[src/rtl/i2c_pkg.sv]
// Shared I2C definitions used by the target receiver and the master transmitter.
package i2c_pkg;

    localparam int I2C_ADDR_W = 7;
    localparam int I2C_DATA_W = 8;

    typedef enum logic [2:0] {
        ST_IDLE,
        ST_ADDR,
        ST_ACK_ADDR,
        ST_DATA,
        ST_ACK_DATA,
        ST_IGNORE
    } i2c_state_t;

    // Header byte is {addr[6:0], rw}; a hit is our address with rw = write.
    function automatic logic addr_hit(input logic [I2C_DATA_W-1:0] hdr,
                                      input logic [I2C_ADDR_W-1:0] own);
        return (hdr[I2C_DATA_W-1:1] == own) && !hdr[0];
    endfunction

endpackage

[src/rtl/i2c_sync_edge.sv]
// Two-flop synchronizer for one raw bus line plus a history flop for
// rise/fall detection. Resets to 1 because an idle I2C line is pulled high.
module i2c_sync_edge (
    input  logic clk,
    input  logic rst,
    input  logic raw,
    output logic sync,
    output logic rise,
    output logic fall
);

    logic meta_q;
    logic sync_q;
    logic prev_q;

    // Synchronizer chain and one-cycle history for edge detection.
    always_ff @(posedge clk) begin
        if (!rst) begin
            meta_q <= 1'b1;
            sync_q <= 1'b1;
            prev_q <= 1'b1;
        end else begin
            meta_q <= raw;
            sync_q <= meta_q;
            prev_q <= sync_q;
        end
    end

    assign sync = sync_q;
    assign rise = sync_q & ~prev_q;
    assign fall = ~sync_q & prev_q;

endmodule

[src/rtl/i2c_target_rx.sv]
// Receive-only I2C target: START/STOP detect, address match, ACK drive and
// byte delivery as a one-cycle strobe.
//
// state        | meaning
// -------------+-----------------------------------------------------------
// ST_IDLE      | bus free, waiting for START
// ST_ADDR      | shifting the 7-bit address and RW bit
// ST_ACK_ADDR  | address matched (write); drive ACK for the 9th bit
// ST_DATA      | shifting a data byte
// ST_ACK_DATA  | byte delivered; drive ACK for the 9th bit
// ST_IGNORE    | transfer not for us (or a read); wait for START/STOP
module i2c_target_rx
    import i2c_pkg::*;
#(
    parameter logic [I2C_ADDR_W-1:0] ADDR = 7'h50
) (
    input  logic                  clk,
    input  logic                  rst,
    input  logic                  scl_in,
    input  logic                  sda_in,
    output logic                  sda_out,
    output logic                  sda_oe,
    output logic [I2C_DATA_W-1:0] rd_data,
    output logic                  rd_valid,
    output logic                  addr_match,
    output logic                  busy
);

    logic scl_s, scl_rise, scl_fall;
    logic sda_s, sda_rise, sda_fall;

    i2c_sync_edge u_sync_scl (
        .clk  (clk),
        .rst  (rst),
        .raw  (scl_in),
        .sync (scl_s),
        .rise (scl_rise),
        .fall (scl_fall)
    );

    i2c_sync_edge u_sync_sda (
        .clk  (clk),
        .rst  (rst),
        .raw  (sda_in),
        .sync (sda_s),
        .rise (sda_rise),
        .fall (sda_fall)
    );

    logic start_cond;
    logic stop_cond;

    assign start_cond = sda_fall & scl_s;
    assign stop_cond  = sda_rise & scl_s;

    i2c_state_t            state_q, state_n;
    logic [2:0]            cnt_q, cnt_n;
    logic [I2C_DATA_W-1:0] shift_q, shift_n;
    logic                  drv_q, drv_n;
    logic [I2C_DATA_W-1:0] data_n;
    logic                  valid_n;
    logic                  match_n;
    logic                  busy_n;

    // Next-state, shifter, counter and ACK-drive decisions.
    always_comb begin
        state_n = state_q;
        cnt_n   = cnt_q;
        shift_n = shift_q;
        drv_n   = drv_q;
        data_n  = rd_data;
        valid_n = 1'b0;
        match_n = addr_match;
        busy_n  = busy;

        if (start_cond) begin
            // Also covers repeated START; any partial byte is dropped.
            state_n = ST_ADDR;
            cnt_n   = '0;
            drv_n   = 1'b0;
            match_n = 1'b0;
            busy_n  = 1'b1;
        end else if (stop_cond) begin
            state_n = ST_IDLE;
            cnt_n   = '0;
            drv_n   = 1'b0;
            match_n = 1'b0;
            busy_n  = 1'b0;
        end else begin
            unique case (state_q)
                ST_IDLE: begin
                end

                ST_ADDR: begin
                    if (scl_rise) begin
                        shift_n = {shift_q[I2C_DATA_W-2:0], sda_s};
                        if (cnt_q == 3'd7) begin
                            cnt_n = '0;
                            if (addr_hit(shift_n, ADDR)) begin
                                state_n = ST_ACK_ADDR;
                                match_n = 1'b1;
                            end else begin
                                state_n = ST_IGNORE;
                            end
                        end else begin
                            cnt_n = cnt_q + 3'd1;
                        end
                    end
                end

                ST_ACK_ADDR, ST_ACK_DATA: begin
                    // First fall: 9th bit begins, pull low. Second fall: release.
                    if (scl_fall) begin
                        if (!drv_q) begin
                            drv_n = 1'b1;
                        end else begin
                            drv_n   = 1'b0;
                            state_n = ST_DATA;
                            cnt_n   = '0;
                        end
                    end
                end

                ST_DATA: begin
                    if (scl_rise) begin
                        shift_n = {shift_q[I2C_DATA_W-2:0], sda_s};
                        if (cnt_q == 3'd7) begin
                            cnt_n   = '0;
                            data_n  = shift_n;
                            valid_n = 1'b1;
                            state_n = ST_ACK_DATA;
                        end else begin
                            cnt_n = cnt_q + 3'd1;
                        end
                    end
                end

                ST_IGNORE: begin
                end

                default: begin
                    state_n = ST_IDLE;
                    cnt_n   = '0;
                    drv_n   = 1'b0;
                end
            endcase
        end
    end

    // State and output registers; the pad drive follows drv_q one cycle later.
    always_ff @(posedge clk) begin
        if (!rst) begin
            state_q    <= ST_IDLE;
            cnt_q      <= '0;
            shift_q    <= '0;
            drv_q      <= 1'b0;
            rd_data    <= '0;
            rd_valid   <= 1'b0;
            addr_match <= 1'b0;
            busy       <= 1'b0;
            sda_oe     <= 1'b0;
            sda_out    <= 1'b1;
        end else begin
            state_q    <= state_n;
            cnt_q      <= cnt_n;
            shift_q    <= shift_n;
            drv_q      <= drv_n;
            rd_data    <= data_n;
            rd_valid   <= valid_n;
            addr_match <= match_n;
            busy       <= busy_n;
            sda_oe     <= drv_q;
            sda_out    <= ~drv_q;
        end
    end

endmodule

[config.mk]
export PLATFORM = sky130hd
export DESIGN_NAME = i2c_target_rx
export DESIGN_NICKNAME = d
export VERILOG_FILES = /design/src/rtl/i2c_pkg.sv /design/src/rtl/i2c_sync_edge.sv /design/src/rtl/i2c_target_rx.sv
export SDC_FILE = /design/constraint.sdc
export NUM_CORES = 1
export LEC_CHECK = 0
export ABC_AREA = 1
export CORE_AREA = 2 2 55 57
export CTS_CLUSTER_SIZE = 20
export DETAILED_ROUTE_END_ITERATION = 10
export DIE_AREA = 0 0 57 59
export GPL_TIMING_DRIVEN = 1
export PLACE_DENSITY = 0.71
export SLEW_MARGIN = 20
export SYNTH_ARGS = -nofsm -noshare
export SYNTH_HDL_FRONTEND = slang
export SYNTH_HIERARCHICAL = 1
export SYNTH_SLANG_ARGS = --single-unit
[constraint.sdc]
create_clock -name clk -period 1.5 [get_ports clk]
set_input_delay 0.225 -clock clk [delete_from_list [all_inputs] [get_ports clk]]
set_output_delay 0.225 -clock clk [all_outputs]
set_load 0.01 [all_outputs]
==> metrics.md, run 1 <==
| Metric | Value |
|---|---|
| Crit Reg-Reg Endpoint | `rd_data[4]` |
| H-tree Lvls | `2` |
| Placed cells | `229` |
| Initial antenna violation count | `0` |
| Setup TNS | `0 ps` |
| DP HPWL | `1.91 mm` |
| Fin nets | `~210` |
| Mapped Nets | `189` |
| Kind of critical path | `reg2out` |
| GP Congestion | `0.825` |
| LEAKAGE | `just under 0.9 nW` |
| Routed wire length | `2.58 mm` |
| Worst reg2reg path depth | `9` |
| F_max | `between 600 and 700 MHz` |
| Cell area power density | `1310 nW/um^2` |
| Worst-path maximum fanout | `2` |
| Max Root-Sink Buffers | `2` |
| Ant diodes | `0` |
| Cell family with most CP delay | `buffers and inverters` |
| Worst slew pin tran | `361 ps` |
| DRC Markers | `0` |
| Number of global-route vias before repair | `1056` |
| Distinct cells, synth | `20` |
| Port bufs | `16` |
| Register bit total from synthesis | `33` |
| GRT Residual Overflow | `0` |
| Crit path from | `rd_data[5]` |
| Largest net degree at the start of global routing | `24` |
| Worst EP required | `1270 ps` |
| Num CTS Buffers | `5` |
| Final worst-path setup slack | `about 50 ps` |
| Setup slack, reg-to-reg | `140 ps` |
| CTS root buf | `clkbuf_4` |
| Outcome | `completed` |
| Max rail drop VDD | `1.17 mV` |
| Slew margin rel. | `75.8%` |
| Avg Cell Area, Syn | `7.55 sq um` |
| Setup crit end kind | `output pin` |
| Top Ports | `17` |
| Sw Pwr | `0.000717 W` |
| Final period util | `96.7%` |
| CP max stage delay | `530 ps` |
| Layout Skew | `14.3 ps` |
| Non-Filler Instances | `236` |
| Cts hold-fix bufs | `0` |
| Comb power frac | `25.1%` |
| Hold depth | `3` |
| RSZ-0062 raised after global routing | `no` |
| First-pass GRT wire length | `4.47 mm` |
| Hold endpoint | `u_sync_sda/meta_q` |
| Share of layout cells above drive strength 1 | `a little over an eighth` |
| Starting Density | `51.0%` |
| Clock share of power | `approximately 29%` |
| DR vias/cell | `4.86` |
| Sw Ratio | `32.3%` |
| Final ANT Viol Nets | `0` |
| Internal power | `0.00150 W` |
| Worst EP arrival | `between 1000 and 1500 ps` |
| Synth Warn # | `6` |
| Worst-Skew Late Latency | `340 ps` |
| Worst Path Buf+Inv | `1` |
| CTS tree | `built` |
| CP cell instances | `clkdlybuf4s50_1` |
| Via Count | `1148` |
| Share of the yosys chip area belonging to registers | `47.8%` |
| Worst hold start | `sda_in` |
| Maxcap violations | `0` |
| Post-route cell area | `1690 sq um` |
| Setup Buffers After CTS | `0` |
| Placed inst area | `about 1600 sq um` |
| DRT Pass-1 Iters | `4` |
| Rows | `19` |
| Final setup viols | `0` |
| Width of the die | `57 microns` |
| Setup slack at placement | `between 2 and 3 ps` |
| Initial detailed-routing violation count | `24` |
| Clk pin slew, worst setup/hold paths | `~100 ps` |
| Cells after synthesis | `~180` |
| Total track usage | `between 10% and 20%` |
| Endpoints failing hold | `0` |
| Chip height | `59 microns` |
| Core ar. | `around 2700 sq um` |
| Clock Sinks | `33` |
| Worst hold-check path type | `in2reg` |
| Reg power frac | `46.2%` |
| CP max stage cell | `clkdlybuf4s50_1` |
| Post-synthesis instance area | `1380 sq um` |
| Synthesis-to-finish area growth | `22.6%` |
| Final Util | `62.5%` |
| Detailed-route wire length per cell | `~11 microns` |
| CP Launch Type | `flop` |
| R2r startpoint | `u_sync_sda/sync` |
| Die ar. | `3360 sq um` |
| Stages on the worst setup path | `1` |
| Min Tclk post-route | `1450 ps` |
| Count of pins over their slew limit | `0` |
how the worst max path moves through the flow:
stage and to:
2_1_floorplan rd_data[0], 3_3_place_gp rd_data[4], 3_5_place_dp rd_data[3], 4_1_cts rd_data[4]
5_1_grt rd_data[2], 6_report rd_data[5]
cell type report:
type	instances	area [sq um]
tap	31	38.8
multi-input combinational	114	602
clock buffer	5	37.5
timing repair buffer	18	188
sequential	33	666
clock inverter	2	35.0
fill	270	1020
inverter	33	126
routing by layer:
metal  GRT usage, %  vias up  part of all wire, %  wire, microns
met2           28.9       23                   47           1210
li1               -      614                    -              -
met4           6.98        0                  1.8             46
met5              0        -                    0              0
met3           6.55        5                  5.0            129
met1           21.6      506                   47           1200
per-stage QoR:
step	power, W	hold WS (ps)
after floorplan	0.00145	294
after global placement	0.00155	385
after detailed placement	0.00158	395
after CTS	0.00220	393
after global routing	0.00237	422
final	0.00222	396
cell families (layout without fill, tap and decap cells):
group | Yosys count | count (layout) | share of synthesized area [%]
flops | 33 | 33 | 47.8
compound gates | 37 | 37 | 14.7
simple gates | 75 | 75 | 25.1
buf+inv | 36 | 58 | 10.6
fa+ha+maj | 2 | 2 | 1.81
cell usage in the layout (no fill, tap or decap), drive strengths merged:
cell            n
dfxtp          33
o21ai          20
bufinv          1
nand4           1
clkbuf          5
o21a            1
nand2          42
nand3           9
clkdlybuf4s50  11
inv            33
nor2           23
clkinv          1
dlymetal6s2s    5
ha              2
a21oi          16
buf             2
power by group through the flow:
stage / clock network [W] / logic [W] / registers, W
6_report: 0.000635 / 0.000558 / 0.00103
5_1_grt: 0.000687 / 0.000649 / 0.00104
4_1_cts: 0.000647 / 0.000541 / 0.00102
3_5_place_dp: 0 / 0.000539 / 0.00104
3_3_place_gp: 0 / 0.000522 / 0.00103
2_1_floorplan: 0 / 0.000426 / 0.00103
state kept, by name (all words and copies together) (netlist names), 3 cells and up:
register / count
state_q: 3
rd_data: 8
cnt_q: 3
shift_q: 7
timing repair:
| action | 4_1_cts | 5_1_grt |
|---|---|---|
| endpoints found under the setup margin | 6 | 19 |
| resized for setup | 2 | 14 |
| pin swaps | 0 | 0 |
synthesized netlist by cell type:
library cell	count	area share [%]
nand2_1	41	11
dfxtp_1	33	48
inv_1	31	8.4
nor2_1	20	5.4
o21ai_0	14	5.1
a21oi_1	12	4.3
nand3_1	8	2.9
o21ai_1	6	2.2
a21oi_2	4	2.5
buf_2	2	0.72
ha_1	2	1.8
nor2_4	2	1.6
buf_6	1	0.82
clkinv_2	1	0.36
inv_2	1	0.27
nand2_4	1	0.82
nand3_4	1	1.3
nand4_1	1	0.45
nor2_8	1	1.4
o21a_1	1	0.54
worst min-delay path: stages:
cell             delay, ps
clkdlybuf4s50_1        390
inv_1                   50
nand2_1                 40
(Power assumes the default switching activity.)
==> run 2: changes to the inputs <==
- ABC_AREA: 1 -> default
- PLACE_DENSITY: 0.71 -> 0.72
==> metrics.md, run 2 <==
| Metric | Value |
|---|---|
| Rows | `19 (unchanged)` |
| R2r startpoint | `shift_q[2]` |
| Kind of critical path | `reg2reg` |
| Layout Skew | `6.76 ps (-7.49 ps)` |
| DRC Markers | `0 (unchanged)` |
| Min Hold Slack | `409 ps (+13.0 ps)` |
| Most frequent cells after synthesis | `33 x dfxtp_1, 16 x nand2_1, 12 x nor2b_1, 11 x nand3_1` |
| Cell area power density | `791 nW/um^2 (-40%)` |
| Clk pin slew, worst setup/hold paths | `110 ps (about the same)` |
| Worst slew pin tran | `292 ps (-69.2 ps)` |
| Detailed-route wire length per cell | `13.2 microns (+21%)` |
| Width of the die | `57 microns (unchanged)` |
| Post-synthesis instance area | `1420 sq um (+2.4%)` |
| DRT Pass-1 Iters | `4 (unchanged)` |
| Simple logic cell fraction of the synthesized area | `24.6% (-0.51 points)` |
| Chip height | `59 microns (unchanged)` |
| Die ar. | `3360 sq um (unchanged)` |
| DP HPWL | `2.02 mm (+5.4%)` |
| Most common cell after layout, fill and taps aside | `dfxtp_1` |
| Distinct cells, synth | `33 (+65%)` |
| LEAKAGE | `0.745 nW (-17%)` |
| Async S/R FF share, synth | `0% (unchanged)` |
| Dominant cell type by area after synthesis | `dfxtp_1` |
| Max Root-Sink Buffers | `2 (unchanged)` |
| DR vias/cell | `5.44 (+12%)` |
| Number of synthesized flops with an enable pin | `0 (unchanged)` |
| H-tree Lvls | `2 (unchanged)` |
| Maxcap violations | `0 (unchanged)` |
| Core ar. | `2710 sq um (unchanged)` |
| Worst hold start | `u_sync_sda/meta_q` |
| Placed cells | `208 (-9.2%)` |
| Share of layout cells above drive strength 1 | `26.1% (+12 points)` |
| Largest net degree at the start of global routing | `19 (-21%)` |
| Worst EP required | `1760 ps (+490 ps)` |
| Min Tclk post-route | `1490 ps (+38.8 ps)` |
| Top Ports | `17 (unchanged)` |
| CP Launch Type | `flop` |
| Worst hold-check path type | `reg2reg` |
| Cts hold-fix bufs | `0 (unchanged)` |
| Initial antenna violation count | `0 (unchanged)` |
| Most frequent cells in the layout | `27 x dfxtp_1, 21 x buf_4, 15 x nand2_1` |
| Ant diodes | `0 (unchanged)` |
| Final period util | `99.2% (+2.6 points)` |
| Initial detailed-routing violation count | `31 (+29%)` |
| RSZ-0062 raised after global routing | `yes` |
| Final ANT Viol Nets | `0 (unchanged)` |
| Post-synthesis adder-cell area fraction | `3.36% (+1.5 points)` |
| Crit path from | `shift_q[2]` |
| Hold depth | `1 (-2)` |
| Number of global-route vias before repair | `1091 (+3.3%)` |
| Worst reg2reg path depth | `4 (-5)` |
| Register bit total from synthesis | `33 (unchanged)` |
| CP max stage delay | `400 ps (-130 ps)` |
| Port bufs | `16 (unchanged)` |
| Top-area cell type share of the netlist area | `46.7% (-1.1 points)` |
| First-pass GRT wire length | `4.82 mm (+7.7%)` |
| Slew margin rel. | `80.4% (+4.5 points)` |
| GRT Residual Overflow | `0 (unchanged)` |
| Primary FF master, synth | `dfxtp_1` |
| Compound-Gate Fraction of Synth Area | `14.7% (about the same)` |
| Final worst-path setup slack | `11.3 ps (-38.8 ps)` |
| Non-Filler Instances | `219 (-7.2%)` |
| Fin nets | `193 (-8.5%)` |
| Setup slack at placement | `-50.4 ps (-53.3 ps)` |
| Synth Warn # | `6 (unchanged)` |
| Post-synthesis xor/xnor area fraction | `0% (unchanged)` |
| CTS root buf | `clkbuf_4` |
| Worst-path maximum fanout | `2 (unchanged)` |
| Synthesis-to-finish area growth | `31.6%` |
| CP max stage cell | `or3_4` |
| Worst EP arrival | `1750 ps (+530 ps)` |
| Endpoints failing hold | `0 (unchanged)` |
| Max rail drop VDD | `0.819 mV (-30%)` |
| Final setup viols | `0 (unchanged)` |
| Worst-Skew Late Latency | `340 ps (about the same)` |
| Via Count | `1192 (+3.8%)` |
| Mapped Nets | `155 (-18%)` |
| Placed inst area | `1720 sq um (+9.3%)` |
| Main combinational cell family by area after synthesis | `simple AND/OR/NAND/NOR gates` |
| Starting Density | `52.2% (+1.2 points)` |
| Largest reg by FF count | `rd_data` |
| GP Congestion | `0.875 (+6.1%)` |
| Outcome | `completed` |
| Share of the yosys chip area belonging to registers | `46.7% (-1.1 points)` |
| Final Util | `68.7% (+6.2 points)` |
| Setup crit end kind | `flop` |
| Count of pins over their slew limit | `0 (unchanged)` |
| Max reg flops | `8 (unchanged)` |
| Routed wire length | `2.89 mm (+12%)` |
| CTS tree | `built` |
| Biggest regs | `rd_data (8), shift_q (7)` |
| Dominant cell by count in the synthesized netlist | `dfxtp_1` |
| Avg Cell Area, Syn | `9.50 sq um (+26%)` |
| Cells after synthesis | `149 (-19%)` |
| Top post-synthesis cells by area | `dfxtp_1 47%, mux2i_1 5.7%, nor2b_1 5.3%, a21boi_0 4.8%, nand2_1 4.2%` |
| Num CTS Buffers | `5 (unchanged)` |
| Total track usage | `18.8% (+1.0 points)` |
| F_max | `672 MHz (-2.6%)` |
| Post-synthesis mux area share | `5.66% (+5.7 points)` |
| CP cell instances | `nor4_1 -> nand2_1 -> or3_4 -> a221oi_2` |
| Post-route cell area | `1860 sq um (+10%)` |
| Clock Sinks | `33 (unchanged)` |
-- run 2: cell count changes after synthesis, moves of 3 or more --
cell / previous run / this run
nand2_1: 41 / 16
mux2i_1: 0 / 8
a21oi_1: 12 / 8
nor2_1: 20 / 3
nand3_1: 8 / 11
nor2b_1: 0 / 12
o21ai_1: 6 / 1
a21oi_2: 4 / 0
a21boi_0: 0 / 9
inv_1: 31 / 4
o21ai_0: 14 / 2
nand2b_1: 0 / 9
-- run 2: final timing paths --
check,to,slack (ps)
setup / recovery,state_q[1],10
setup reg to reg,state_q[1],10
hold reg to reg,u_sync_sda/sync,410
hold / removal,u_sync_sda/sync,410
-- run 2: kinds of logic after synthesis --
group | Yosys count
multiplexers | 8
buffers and inverters | 12
AND/OR/NAND/NOR | 63
flip-flops | 33
adder cells (fa/ha/maj) | 4
AO/OA/AOI/OAI | 29
-- run 2: through the flow --
step / power [W] / TNS [ps]
6_report: 0.00147 / 0
5_1_grt: 0.00153 / -169
4_1_cts: 0.00147 / 0
3_5_place_dp: 0.000988 / -59.5
3_3_place_gp: 0.000987 / -30.3
2_1_floorplan: 0.000954 / 0
-- run 2: layer usage --
metal / vias to the layer above / wire [microns] / global-route usage [%]
met5: - / 0 / 0
met4: 0 / 56 / 8.97
met3: 6 / 120 / 6.11
met2: 24 / 1370 / 30.9
met1: 561 / 1350 / 22.4
li1: 601 / - / -
-- run 2: worst max-delay path: cells and delay by family (launching register included) --
family          cells  cell delay [ps]
flops               1              340
simple gates        3              860
compound gates      1              220
-- run 2: layout make-up --
class	instances	area (sq um)
clock inverter	3	17.5
timing repair buffer	39	362
fill	218	848
sequential	33	668
multi-input combinational	104	723
inverter	4	15.0
tap	31	38.8
clock buffer	5	37.5
-- run 2: repair_timing --
| item | CTS | global route |
|---|---|---|
| pin swaps | 1 | 5 |
| setup buffers | 0 | 3 |
| resized for setup | 3 | 19 |
| endpoints found under the setup margin | 10 | 25 |
| hold endpoints to repair | 0 | 0 |
-- run 2: where the power goes --
group          internal (W)  leakage, nW  switching, W
Combinational     0.0000483        0.446     0.0000401
Clock              0.000176       0.0310      0.000317
Sequential         0.000885        0.269    0.00000604
